**src/rtl/div_unit.sv**
```systemverilog
// rtl/div_unit.sv - multi-cycle radix-2 restoring divider returning {remainder, quotient}
module div_unit #(
    parameter int WIDTH = 32
) (
    input  logic                 clk,
    input  logic                 rst,
    input  logic                 signed_i,
    input  logic [WIDTH-1:0]     dividend_i,
    input  logic [WIDTH-1:0]     divider_i,
    input  logic                 start_i,
    input  logic                 annul_i,
    output logic [2*WIDTH-1:0]   result_o,
    output logic                 success_o,
    output logic                 busy_o
);

    localparam int CW = $clog2(WIDTH);

    localparam logic [1:0] IDLE    = 2'd0;
    localparam logic [1:0] DIVZERO = 2'd1;
    localparam logic [1:0] ON      = 2'd2;
    localparam logic [1:0] END     = 2'd3;

    logic [1:0]       state;
    logic [CW-1:0]    cnt;
    logic [WIDTH-1:0] rem;
    logic [WIDTH-1:0] quo;
    logic [WIDTH-1:0] dvsr;
    logic             neg_quo;
    logic             neg_rem;

    logic             dividend_neg;
    logic             divisor_neg;
    logic [WIDTH-1:0] abs_dividend;
    logic [WIDTH-1:0] abs_divisor;
    logic [WIDTH:0]   partial;
    logic [WIDTH:0]   diff;
    logic [WIDTH-1:0] quo_fix;
    logic [WIDTH-1:0] rem_fix;

    always_comb begin
        dividend_neg = signed_i & dividend_i[WIDTH-1];
        divisor_neg  = signed_i & divider_i[WIDTH-1];
        abs_dividend = dividend_neg ? -dividend_i : dividend_i;
        abs_divisor  = divisor_neg ? -divider_i : divider_i;
        // quo doubles as the dividend shift register: its MSB feeds the partial remainder
        partial      = {rem, quo[WIDTH-1]};
        diff         = partial - {1'b0, dvsr};
        quo_fix      = neg_quo ? -quo : quo;
        rem_fix      = neg_rem ? -rem : rem;
    end

    always_ff @(posedge clk) begin
        if (rst) begin
            state     <= IDLE;
            cnt       <= '0;
            rem       <= '0;
            quo       <= '0;
            dvsr      <= '0;
            neg_quo   <= 1'b0;
            neg_rem   <= 1'b0;
            result_o  <= '0;
            success_o <= 1'b0;
            busy_o    <= 1'b0;
        end else begin
            success_o <= 1'b0;
            result_o  <= '0;
            busy_o    <= (state == ON) || (state == DIVZERO);
            case (state)
                IDLE: begin
                    if (start_i && !annul_i) begin
                        cnt <= '0;
                        rem <= '0;
                        if (divider_i == '0) begin
                            state   <= DIVZERO;
                            quo     <= '0;
                            dvsr    <= '0;
                            neg_quo <= 1'b0;
                            neg_rem <= 1'b0;
                        end else begin
                            state   <= ON;
                            quo     <= abs_dividend;
                            dvsr    <= abs_divisor;
                            neg_quo <= dividend_neg ^ divisor_neg;
                            neg_rem <= dividend_neg;
                        end
                    end
                end
                DIVZERO: begin
                    state <= annul_i ? IDLE : END;
                end
                ON: begin
                    if (annul_i) begin
                        state <= IDLE;
                    end else begin
                        if (!diff[WIDTH]) begin
                            rem <= diff[WIDTH-1:0];
                            quo <= {quo[WIDTH-2:0], 1'b1};
                        end else begin
                            rem <= partial[WIDTH-1:0];
                            quo <= {quo[WIDTH-2:0], 1'b0};
                        end
                        cnt <= cnt + CW'(1);
                        if (cnt == CW'(WIDTH - 1)) begin
                            state <= END;
                        end
                    end
                end
                END: begin
                    if (annul_i || !start_i) begin
                        state <= IDLE;
                    end else begin
                        success_o <= 1'b1;
                        result_o  <= {rem_fix, quo_fix};
                    end
                end
                default: state <= IDLE;
            endcase
        end
    end

endmodule
```
**config.mk**
```make
export PLATFORM = sky130hd
export DESIGN_NAME = div_unit
export DESIGN_NICKNAME = d
export VERILOG_FILES = /design/src/rtl/div_unit.sv
export SDC_FILE = /design/constraint.sdc
export NUM_CORES = 1
export LEC_CHECK = 0
export BUFFER_PORTS_ARGS = -buffer_cell sky130_fd_sc_hd__buf_2
export CORE_MARGIN = 2
export CORE_UTILIZATION = 44
export CTS_CLUSTER_DIAMETER = 100
export DETAILED_ROUTE_END_ITERATION = 7
export SKIP_LAST_GASP = 1
export SLEW_MARGIN = 10
export SYNTH_ARGS = -nofsm -noshare
export SYNTH_HDL_FRONTEND = slang
export SYNTH_SLANG_ARGS = --single-unit
```
**constraint.sdc**
```tcl
create_clock -name clk -period 7.6 [get_ports clk]
set_input_delay 1.14 -clock clk [delete_from_list [all_inputs] [get_ports clk]]
set_output_delay 1.14 -clock clk [all_outputs]
set_load 0.01 [all_outputs]
```
Word-level counts from Yosys, hierarchy flattened
Index checks and enable logic that the tools add are counted.

storage, ports and cells
  word-level logic and storage cells = 68
  flip-flop bits (word level) = 171
  RAM bits = 0
  bits in read-only memories = 0
  memories = 0
  output and inout bits = 66
  bits in latches = 0

cells by class
  add/subtract/negate cells = 6
  eq/ne operators = 8
  multiply operators = 0
  divide/modulo/power cells = 0
  reduce and logical (&&, ||, !) cells = 13
  bitwise gates (word level) = 4
  magnitude comparators = 0
  mux-type cells = 27
  shifts and indexed selects = 0

operator list
  operator                                                         count
  32-bit 2-to-1 mux                                                11
  32-bit negator                                                   4
  32-bit case mux with 2 select lines                              2
  33-bit by 32-bit subtractor with 33-bit output                   1
  32-bit zero test                                                 1
  2-bit 2-to-1 mux                                                 6
  5-bit 2-to-1 mux                                                 2
  5-bit case mux with 2 select lines                               1
  2-bit case mux with 4 select lines                               1
  2-bit != test, second input constant                             3
  3-bit AND reduction                                              2
  5-bit by 1-bit adder with 5-bit output, second input constant    1
  5-bit == test, second input constant                             1
  2-bit == test, second input constant                             2
  1-bit 2-to-1 mux                                                 4
  3-bit by 2-bit != test with 1-bit output, second input constant  1
  3-bit OR reduction                                               1
  1-bit AND                                                        2
  2-bit by 1-bit == test with 1-bit output, second input constant  1
  1-bit zero test                                                  2
  2-bit zero test                                                  1
  1-bit logical OR                                                 2
  2-bit AND reduction                                              1
  2-bit nonzero test                                               1
  4 further kinds                                                  4

Logic depth before layout (Yosys ltp)
Gate-level depths: netlist (run 1).

  depth after elaboration = 5
  gate-level depth with buffers = 13
  mapped depth without buffers = 12

Least setup slack after synthesis (run 1)
No wires, ideal clock.

  kind = input-to-reg
  start = input divider_i[10]
  end = register quo[20]
  arrival = 3.330 ns
  cell stages on the path = 9
  path buffers = 2
  setup time = 0.132 ns
  setup slack = 4.138 ns
  data required time = 7.468 ns
  cell sequence = or4_1 > or4_1 > clkbuf_1 > nor3_1 > and3_1 > nor2_1 > clkbuf_1 > a221oi_1 > nor3_1

between the ends
  word-level cells in the longest chain between the ends = 4

RTL lines
  item                                 line  RTL
  from (decl)                          9     input logic [WIDTH-1:0] divider_i,
  32-bit zero test                     74    if (divider_i == '0) begin
  32-bit 2-to-1 mux                    74
  32-bit 2-to-1 mux                    71    if (start_i && !annul_i) begin
  32-bit case mux with 2 select lines  69    case (state)
  to (signal assigned)                 82    quo <= abs_dividend;
  to (signal assigned)                 98    quo <= {quo[WIDTH-2:0], 1'b1};
  to (signal assigned)                 101   quo <= {quo[WIDTH-2:0], 1'b0};
  to (decl)                            27    logic [WIDTH-1:0] quo;

No other way between the ends. The select of a mux whose other input is x is not followed.
A chain may end at the register's enable or synchronous reset.

Worst setup path after layout (run 1)
  start = register rem[0]
  end = register rem[1]

between the ends
  word-level cells in the longest chain between the ends = 4

RTL lines
  item                                            line  RTL
  from (decl)                                     26    logic [WIDTH-1:0] rem;
  from (signal assigned)                          97    rem <= diff[WIDTH-1:0];
  from (signal assigned)                          100   rem <= partial[WIDTH-1:0];
  33-bit by 32-bit subtractor with 33-bit output  48    diff = partial - {1'b0, dvsr};
  32-bit 2-to-1 mux (*)                           96    if (!diff[WIDTH]) begin
  32-bit 2-to-1 mux (*)                           93    if (annul_i) begin
  32-bit case mux with 2 select lines (*)         69

Every way passes the cells marked *; elsewhere a longest branch is shown, timed or not. The select of a mux whose other input is x is not followed.

==> impl_metrics.tcl, run 1 <==
set metrics [dict create \
    outcome "completed" \
    start_util 0.446 \
    syn_to_final_growth_pct 14.4 \
    grt_pass1_vias 8196 \
    synthFlopType "dfxtp_1" \
    gp_congestion 0.861 \
    switchingPower_mw 1.27 \
    port_buffers 134 \
    final-hold-violation-count 0 \
    ys_ff_latch 171 \
    clk_latency_ns 0.43 \
    powerDensity_mw_per_mm2 284 \
    async_flop_share 0 \
    grt_pass1_wl_mm 41.0 \
    layout.cells.non_filler 1638 \
    drt_iter0_drc 474 \
    period_minus_slack_ns 3.63 \
    postCtsSetupBuffers 0 \
    viasPerCell 5.48 \
    worstSetupEndpointType "register" \
    path_max_fanout 13 \
    grt_usage 0.209 \
    clock_skew_ns 0.0113 \
    layout-drive-gt1-share 0.147 \
    vias 8979 \
    syn_area_mm2 0.0100 \
    routed_wl_mm 25.4 \
    max_clock_freq_ghz 0.275 \
    nets 1450 \
    cp-start-kind "register" \
    p_int_mw 1.99 \
    crit_chain "inv_1, fa_1, nand2b_1, a21oi_1, o211ai_1, a31oi_1, a21o_1, a41oi_1, xor2_1, nand2_1, a32o_1" \
    cts_sinks 171 \
    setup-violations-final 0 \
    core_area_mm2 0.0225 \
    die_h_um 155 \
    p_comb_frac 0.379 \
    slowest_delay_ns 0.93 \
    leakage_nw 4.69 \
    numCtsBuffers 17 \
    cts_resized 0 \
    seq_power_share 0.346 \
    dieArea_mm2 0.0240 \
    cp.arrival_ns 3.95 \
    drt_first_pass_iters 4 \
    final.period_utilization 0.478 \
    cts_buffer_depth 2 \
    grt.overflow.total 0 \
    multi_input_area_mm2 0.00617 \
    pin_count 135 \
    finalMaxSlewViolations 0 \
    synth_edf_count 0 \
    register_area_mm2 0.00342 \
    fill_cells 2244 \
    dpl.hpwl_mm 18.4 \
    drc 0 \
    slowest_stage "xor2_1" \
    syn_avg_cell_area_um2 8.07 \
    path_clk_slew_ns 0.07 \
    worst_pin_slew_ns 1.11 \
    crit_buf_inv 1 \
    drv_cap 0 \
    yosysSeqAreaShare 0.341 \
    relSlewSlack 0.260 \
    cts-htree-levels 4 \
    dp_cells 1604 \
    synthCells 1244 \
    p_clk_frac 0.275 \
    syn_nets 1356 \
    yosysWarningCount 0 \
    root_buffer "clkbuf_16" \
    num_rows 55 \
    grt_max_degree 79 \
    cts-hold-fix-buffers 0 \
    rsz0062_at_grt "no" \
    utilization 0.510 \
    crit_type "register to register" \
    die_x_um 155 \
    crit_required_ns 7.92 \
    antenna_found_initial 5 \
    cts_tree "built" \
    tns_ns 0 \
    ant_nets 0 \
    wl_per_cell_um 15.5 \
    p_sw_frac 0.390 \
    critPathTopFamily "compound AO/OA/AOI/OAI gates" \
    ir_worst_vdd_mv 0.142 \
    ys_types 62 \
    hold_path_class "register to register" \
]
==> through the flow <==
| stage | power [mW] | hold WS, ns | cell area, um2 | setup slack (ns) |
|---|---|---|---|---|
| finish | 3.26 | 0.454 | 11500 | 3.97 |
| CTS | 3.28 | 0.458 | 11500 | 3.94 |
| global placement | 2.37 | 0.439 | 10900 | 3.76 |
| detailed placement | 2.38 | 0.449 | 10900 | 3.70 |
| global route | 3.48 | 0.484 | 11500 | 3.68 |
| floorplan | 2.07 | 0.432 | 10000 | 4.14 |
==> flip-flops by register name, indices dropped and copies added (netlist names) <==
signal	flops
result_o	64
dvsr	32
quo	32
rem	32
cnt	5
state	2
busy_o	1
neg_quo	1
neg_rem	1
success_o	1
==> layout by cell type (no fill, tap or decap), drive strengths merged, types with 10 or more instances in the layout <==
cell type / count
buf: 143
nand3: 18
o41ai: 15
ha: 42
a21oi: 56
xor2: 109
nor3: 48
inv: 59
a211oi: 28
xnor2: 39
nand2: 96
nand2b: 10
clkbuf: 18
or4: 11
mux2i: 22
a31oi: 13
a21o: 15
a221oi: 27
o21ai: 85
dfxtp: 171
a32oi: 13
o31ai: 27
or3: 22
nor2: 168
==> cells in the mapped netlist, types with 22 or more instances <==
cell type  count  share of area
mux2i_1       22          0.022
nor2_1       168          0.063
o21ai_0       85          0.042
clkbuf_1      58          0.022
inv_1         53          0.020
nand2_1       96          0.036
xor2_1       109          0.095
a21oi_1       56          0.028
nor3_1        48          0.024
a211oi_1      28          0.021
o31ai_1       26          0.019
a221oi_1      27          0.024
ha_1          42          0.052
xnor2_1       39          0.034
dfxtp_1      171           0.34
==> logic make-up (layout without fill, tap and decap cells) <==
| kind of cell | count (synthesis) | in the layout | share of synthesized area |
|---|---|---|---|
| and+or+nand+nor | 423 | 423 | 0.196 |
| AOI/OAI and AO/OA | 316 | 316 | 0.210 |
| DFF | 171 | 171 | 0.341 |
| xor gates and xnor gates | 148 | 148 | 0.129 |
| buffers and inverters | 121 | 228 | 0.0480 |
| adders and majority gates | 43 | 43 | 0.0543 |
| muxes | 22 | 22 | 0.0219 |
| other | 0 | 2 | 0 |
==> cell type report <==
class,count,share of cell area
multi-input combinational,952,0.537
sequential,171,0.298
timing repair buffer,143,0.0643
clock buffer,18,0.0382
tap,285,0.0310
inverter,53,0.0173
clock inverter,14,0.0138
antenna,2,0.000436
==> path summary, 6_finish.rpt <==
kind	slack [ns]	to	start	cells past startpoint
hold reg to reg	0.45	dvsr[16]$_SDFFE_PP0P_	dvsr[16]$_SDFFE_PP0P_	2
hold / removal	0.45	dvsr[16]$_SDFFE_PP0P_	dvsr[16]$_SDFFE_PP0P_	2
setup / recovery	3.97	rem[1]$_SDFFE_PP0P_	rem[0]$_SDFFE_PP0P_	11
setup reg to reg	3.97	rem[1]$_SDFFE_PP0P_	rem[0]$_SDFFE_PP0P_	11
==> power groups by stage <==
stage | Sequential (mW) | Clock [mW] | Combinational (mW)
after detailed placement | 1.14 | 0 | 1.23
after global placement | 1.15 | 0 | 1.22
final | 1.13 | 0.896 | 1.24
after CTS | 1.13 | 0.915 | 1.24
after global routing | 1.14 | 0.947 | 1.39
after floorplan | 1.11 | 0 | 0.968
==> layer usage <==
layer | global-route usage | part of all wire | vias to the layer above
met5 | 0 | 0.0011 | -
met4 | 0.0617 | 0.014 | 6
li1 | - | - | 4619
met2 | 0.356 | 0.48 | 184
met1 | 0.270 | 0.47 | 4138
met3 | 0.0373 | 0.040 | 32
==> worst register-to-register path, delay by kind of cell, from the launching register on <==
kind	cells	cell delay [ns]
AO/OA/AOI/OAI	6	1.26
XOR/XNOR	1	0.93
adder cells (fa/ha/maj)	1	0.49
buffers and inverters	1	0.17
flip-flops	1	0.38
AND/OR/NAND/NOR	2	0.30
Note: power is estimated with default switching activity, not from simulation.
==> run 2, diff against run 1 <==
ABC_AREA = 1   (was not set)
clock period = 3.65 ns   (was 7.6 ns; I/O delays follow)
==> impl_metrics.tcl, run 2 <==
set metrics [dict create \
    period_minus_slack_ns 2.64 \
    synth.top_cell.area_share 0.277 \
    syn_area_mm2 0.0124 \
    tns_ns 0 \
    dp_cells 2468 \
    grt_pass1_vias 11724 \
    leakage_nw 6.75 \
    rsz0062_at_grt "no" \
    critPathTopFamily "simple AND/OR/NAND/NOR gates" \
    drc 0 \
    ir_worst_vdd_mv 0.628 \
    dieArea_mm2 0.0294 \
    wl_per_cell_um 15.9 \
    layout_commonest_cell "nand2_1" \
    hold_ws_ns 0.353 \
    clk_latency_ns 0.44 \
    synthFlopType "dfxtp_1" \
    root_buffer "clkbuf_16" \
    final-hold-violation-count 0 \
    p_clk_frac 0.153 \
    path_clk_slew_ns 0.08 \
    layout.cells.non_filler 2501 \
    crit_type "register to register" \
    cp.arrival_ns 2.92 \
    async_flop_share 0 \
    port_buffers 134 \
    drv_cap 0 \
    p_sw_frac 0.551 \
    seq_power_share 0.207 \
    grt_usage 0.270 \
    slowest_stage "fa_1" \
    drt_first_pass_iters 5 \
    crit_required_ns 3.93 \
    path_depth 17 \
    worstSetupEndpointType "register" \
    routed_wl_mm 39.7 \
    postCtsSetupBuffers 0 \
    drt_iter0_drc 1167 \
    rrSetupSlack_ns 1.01 \
    p_int_mw 5.39 \
    num_rows 61 \
    syn_to_final_growth_pct 12.7 \
    core_area_mm2 0.0277 \
    ys_top_cells_by_count "nand2_1, inv_1, a21oi_1, nand3_1, dfxtp_1" \
    syn_nets 2117 \
    yosysWarningCount 0 \
    layout_common_cells "nand2_1, inv_1, a21oi_1" \
    vias 13036 \
    finalMaxSlewViolations 0 \
    cts_tree "built" \
    cp-start-kind "register" \
    numCtsBuffers 17 \
    setup-violations-final 0 \
    gp_congestion 0.942 \
    viasPerCell 5.21 \
    crit_end "rem[14]$_SDFFE_PP0P_" \
    die_x_um 172 \
    hold_path_class "input port to register" \
    nets 2221 \
    largest_register_ffs 64 \
    synth_edf_count 0 \
    dpl.hpwl_mm 31.6 \
    ys_ff_latch 171 \
    synth_area_leaders "dfxtp_1, nand2_1, inv_1" \
    grt.overflow.total 0 \
    top_register "result_o" \
    relSlewSlack 0.386 \
    grt_pass1_wl_mm 62.2 \
    yosysSeqAreaShare 0.277 \
    r2r_cells 17 \
    utilization 0.503 \
    cp-startpoint "quo[31]$_SDFFE_PP0P_" \
    cts_sinks 171 \
    worst_pin_slew_ns 0.920 \
    switchingPower_mw 6.62 \
    crit_buf_inv 2 \
    crit_chain "inv_1, ha_1, fa_1, inv_1, nand2_1, nand2_1, nand3_2, nand2_4, nand2_4, nand2_4, nand2_4, nand2_4, nand2_4, nand2_4, nand2_1, nand3_1, a21oi_1" \
    die_h_um 172 \
    cts-hold-fix-buffers 0 \
    fill_cells 2960 \
    grt_max_degree 70 \
    start_util 0.446 \
    r2r-end "rem[14]$_SDFFE_PP0P_" \
    ant_nets 0 \
    clock_skew_ns 0.0156 \
    syn_avg_cell_area_um2 6.16 \
    powerDensity_mw_per_mm2 862 \
    path_max_fanout 16 \
    worstReg2RegStart "quo[31]$_SDFFE_PP0P_" \
    layout-drive-gt1-share 0.132 \
    max_clock_freq_ghz 0.379 \
    p_comb_frac 0.640 \
    yosysTopAreaCell "dfxtp_1" \
    ys_types 50 \
    slowest_delay_ns 0.40 \
    crit_top_cell "nand2_4" \
    synth_most_common_cell "nand2_1" \
    cts_buffer_depth 2 \
    antenna_found_initial 1 \
    pin_count 135 \
    final.period_utilization 0.724 \
    cts-htree-levels 4 \
    synthCells 2005 \
    cts_resized 0 \
    outcome "completed" \
]
==> run 2: cell types whose count changed after synthesis, sizes merged, moves of 28 or more <==
cell	delta
nand3	+172
inv	+237
nand2	+466
a21oi	+164
xor2	-75
a211oi	-28
==> run 2: worst min-delay path by stage <==
stage                                startpoint               endpoint  slack (ns)  cells after the start
after CTS                                   rst   neg_rem$_SDFFE_PP0P_        0.34                      2
after detailed placement  dvsr[26]$_SDFFE_PP0P_  dvsr[26]$_SDFFE_PP0P_        0.46                      2
after global placement    dvsr[24]$_SDFFE_PP0P_  dvsr[24]$_SDFFE_PP0P_        0.45                      2
after global routing                        rst   neg_rem$_SDFFE_PP0P_        0.36                      2
after floorplan             cnt[4]$_SDFFE_PP0P_    cnt[4]$_SDFFE_PP0P_        0.44                      2
final                                       rst   neg_rem$_SDFFE_PP0P_        0.35                      2
==> run 2: power by group through the flow <==
stage | clock network, mW | logic (mW) | registers, mW
after floorplan | 0 | 6.01 | 2.34
after global placement | 0 | 7.51 | 2.51
after detailed placement | 0 | 7.54 | 2.51
after CTS | 1.86 | 7.59 | 2.47
after global routing | 1.95 | 8.61 | 2.52
final | 1.84 | 7.68 | 2.48
==> run 2: cell type report <==
cell class                 instances  area, um2  share of cell area
multi-input combinational       1478       7550               0.542
clock inverter                    15        176              0.0127
antenna                            1       2.50            0.000180
sequential                       171       3420               0.246
inverter                         293       1100              0.0790
timing repair buffer             148        776              0.0557
tap                              378        473              0.0340
clock buffer                      17        425              0.0305
==> run 2: logic make-up after synthesis <==
logic type               share of synthesized area
flip-flops                                   0.277
buffers and inverters                        0.113
AND/OR/NAND/NOR                              0.377
XOR/XNOR                                    0.0333
adder cells (fa/ha/maj)                     0.0441
AO/OA/AOI/OAI                                0.155
==> run 2: worst register-to-register path: cells and delay by family (launching register included) <==
kind	cells	cell delay, ns
AND/OR/NAND/NOR	12	1.26
adder cells (fa/ha/maj)	2	0.63
flip-flops	1	0.33
buffers and inverters	2	0.20
AO/OA/AOI/OAI	1	0.06
==> run 2: layer usage <==
layer,share of wire,global-route usage,vias to the layer above
met1,0.48,0.391,5904
met4,0.018,0.0693,0
li1,-,-,6659
met2,0.43,0.415,423
met3,0.071,0.0451,50
met5,0,0,-
==> run 2: per-stage QoR <==
step | total power [mW] | worst slack [ns] | cell area [um2]
global route | 13.1 | 0.737 | 13900
finish | 12.0 | 1.01 | 13900
global placement | 10.0 | 1.11 | 13300
CTS | 11.9 | 1.02 | 13900
floorplan | 8.35 | 1.39 | 12400
detailed placement | 10.1 | 1.04 | 13300
==> run 3, diff against run 2 <==
PLACE_DENSITY = 0.65   (was not set)
clock period = 2.17 ns   (was 3.65 ns; I/O delays follow)
==> impl_metrics.tcl, run 3 (synthesized netlist as in run 2, its figures left out) <==
set metrics [dict create \
    worst_pin_slew_ns 0.874 \
    port_buffers 134 \
    die_h_um 172 \
    ir_worst_vdd_mv 1.03 \
    worstSetupEndpointType "register" \
    top_register "result_o" \
    drv_cap 0 \
    relSlewSlack 0.418 \
    numCtsBuffers 17 \
    layout_commonest_cell "nand2_1" \
    drt-met1-wl_mm 18.6 \
    grt_pass1_vias 12119 \
    routed_wl_mm 40.3 \
    dpl.hpwl_mm 31.8 \
    dpl_cell_area_mm2 0.0143 \
    grt_max_degree 72 \
    finalPower_mw 23.8 \
    drt_iter0_drc 1231 \
    rrSetupSlack_ns -0.19 \
    route.met3.wl_mm 2.50 \
    vias 13697 \
    clk_latency_ns 0.44 \
    layout.cells.non_filler 2635 \
    cp-startpoint "dvsr[30]$_SDFFE_PP0P_" \
    hold_ws_ns 0.203 \
    n_antenna_cell 0 \
    grt_usage 0.268 \
    layout_common_cells "nand2_1, inv_1, a21oi_1" \
    clock_skew_ns 0.0138 \
    r2r-end "rem[31]$_SDFFE_PP0P_" \
    gp_congestion 0.978 \
    drc 0 \
    setup_ws_ns -0.193 \
    drt_first_pass_iters 6 \
    min_to "dvsr[7]$_SDFFE_PP0P_" \
    period_minus_slack_ns 2.36 \
    slowest_stage "dfxtp_1" \
    final.period_utilization 1.09 \
    finalMaxSlewViolations 0 \
    hold_path_class "input port to register" \
    final-hold-violation-count 0 \
    fin_area_mm2 0.0154 \
    num_rows 61 \
    post-place-ws_ns -0.0974 \
    r2r_cells 15 \
    syn_to_final_growth_pct 24.9 \
    top_layer "met4" \
    cts_tree "built" \
    ant_nets 0 \
    powerDensity_mw_per_mm2 1540 \
    cts_sinks 171 \
    crit_required_ns 2.45 \
    outcome "complete, but fails checks" \
    cts_buffer_depth 2 \
    antenna_found_initial 1 \
    min_from "divider_i[7]" \
    tns_ns -3.87 \
    cp-start-kind "register" \
    grt_pass1_wl_mm 61.9 \
    violations "setup timing" \
    start_util 0.446 \
    die_x_um 172 \
    slowest_delay_ns 0.31 \
    cp.arrival_ns 2.65 \
    crit_type "register to register" \
    cts-hold-fix-buffers 0 \
    setup-violations-final 33 \
    utilization 0.557 \
    rsz0062_at_grt "yes" \
    grt.overflow.total 0 \
    crit_chain "inv_1, ha_1, nand2_1, a21oi_1, nor2_1, nand2_2, a21oi_4, buf_12, nand2_8, buf_12, nand2_8, clkbuf_16, nand3_1, nand3_1, a21oi_1" \
    root_buffer "clkbuf_16" \
    leakage_nw 7.51 \
    dieArea_mm2 0.0294 \
    wl_met2_mm 18.1 \
    whs_path_depth 4 \
    wl_per_cell_um 15.3 \
    nets 2357 \
    cts-htree-levels 4 \
    max_clock_freq_ghz 0.423 \
    largest_register_ffs 64 \
    worstReg2RegStart "dvsr[30]$_SDFFE_PP0P_" \
    pin_count 135 \
    viasPerCell 5.20 \
    fill_cells 2776 \
    path_max_fanout 5 \
    dp_cells 2585 \
    core_area_mm2 0.0277 \
    register_area_mm2 0.00343 \
    layout-drive-gt1-share 0.209 \
    multi_input_area_mm2 0.00791 \
    path_clk_slew_ns 0.07 \
]
==> run 3: how the worst max path moves through the flow <==
stage,slack (ns),endpoint
6_report,-0.19,rem[31]$_SDFFE_PP0P_
2_1_floorplan,0.01,rem[6]$_SDFFE_PP0P_
3_5_place_dp,-0.1,rem[9]$_SDFFE_PP0P_
3_3_place_gp,-0.04,rem[5]$_SDFFE_PP0P_
5_1_grt,-0.29,rem[18]$_SDFFE_PP0P_
4_1_cts,-0.10,rem[26]$_SDFFE_PP0P_
==> run 3: repair_timing <==
item	4_1_cts	5_1_grt
pin swaps	6	9
gates resized for setup	19	55
gates cloned	1	3
setup buffers	5	10
setup endpoints to repair	35	54
hold endpoints to repair	0	0
==> run 3: layer usage <==
layer,GRT usage,vias up
met5,0,-
met4,0.0962,0
met3,0.0304,56
met2,0.423,439
met1,0.376,6262
li1,-,6940
==> run 3: worst max-delay path, delay by kind of cell (launching register included) <==
family,cells,cell delay [ns]
compound gates,3,0.33
fa+ha+maj,1,0.29
buf+inv,4,0.61
flops,1,0.31
simple gates,7,0.64
==> run 3: report_power, final <==
group | switching, mW | total (mW) | internal [mW] | leakage [nW]
Combinational | 10.1 | 16.7 | 6.63 | 5.86
Sequential | 0.543 | 4.09 | 3.55 | 1.39
Clock | 1.40 | 3.00 | 1.60 | 0.266
Total | 12.0 | 23.8 | 11.8 | 7.51
==> run 3: final cells by class <==
class                   instances  share of cell area
multi-input cells            1479               0.513
flip-flops and latches        171               0.222
repair buffers                283               0.127
inverters                     293              0.0713
well taps                     378              0.0306
clock buffers                  17              0.0276
clock inverters                14             0.00884
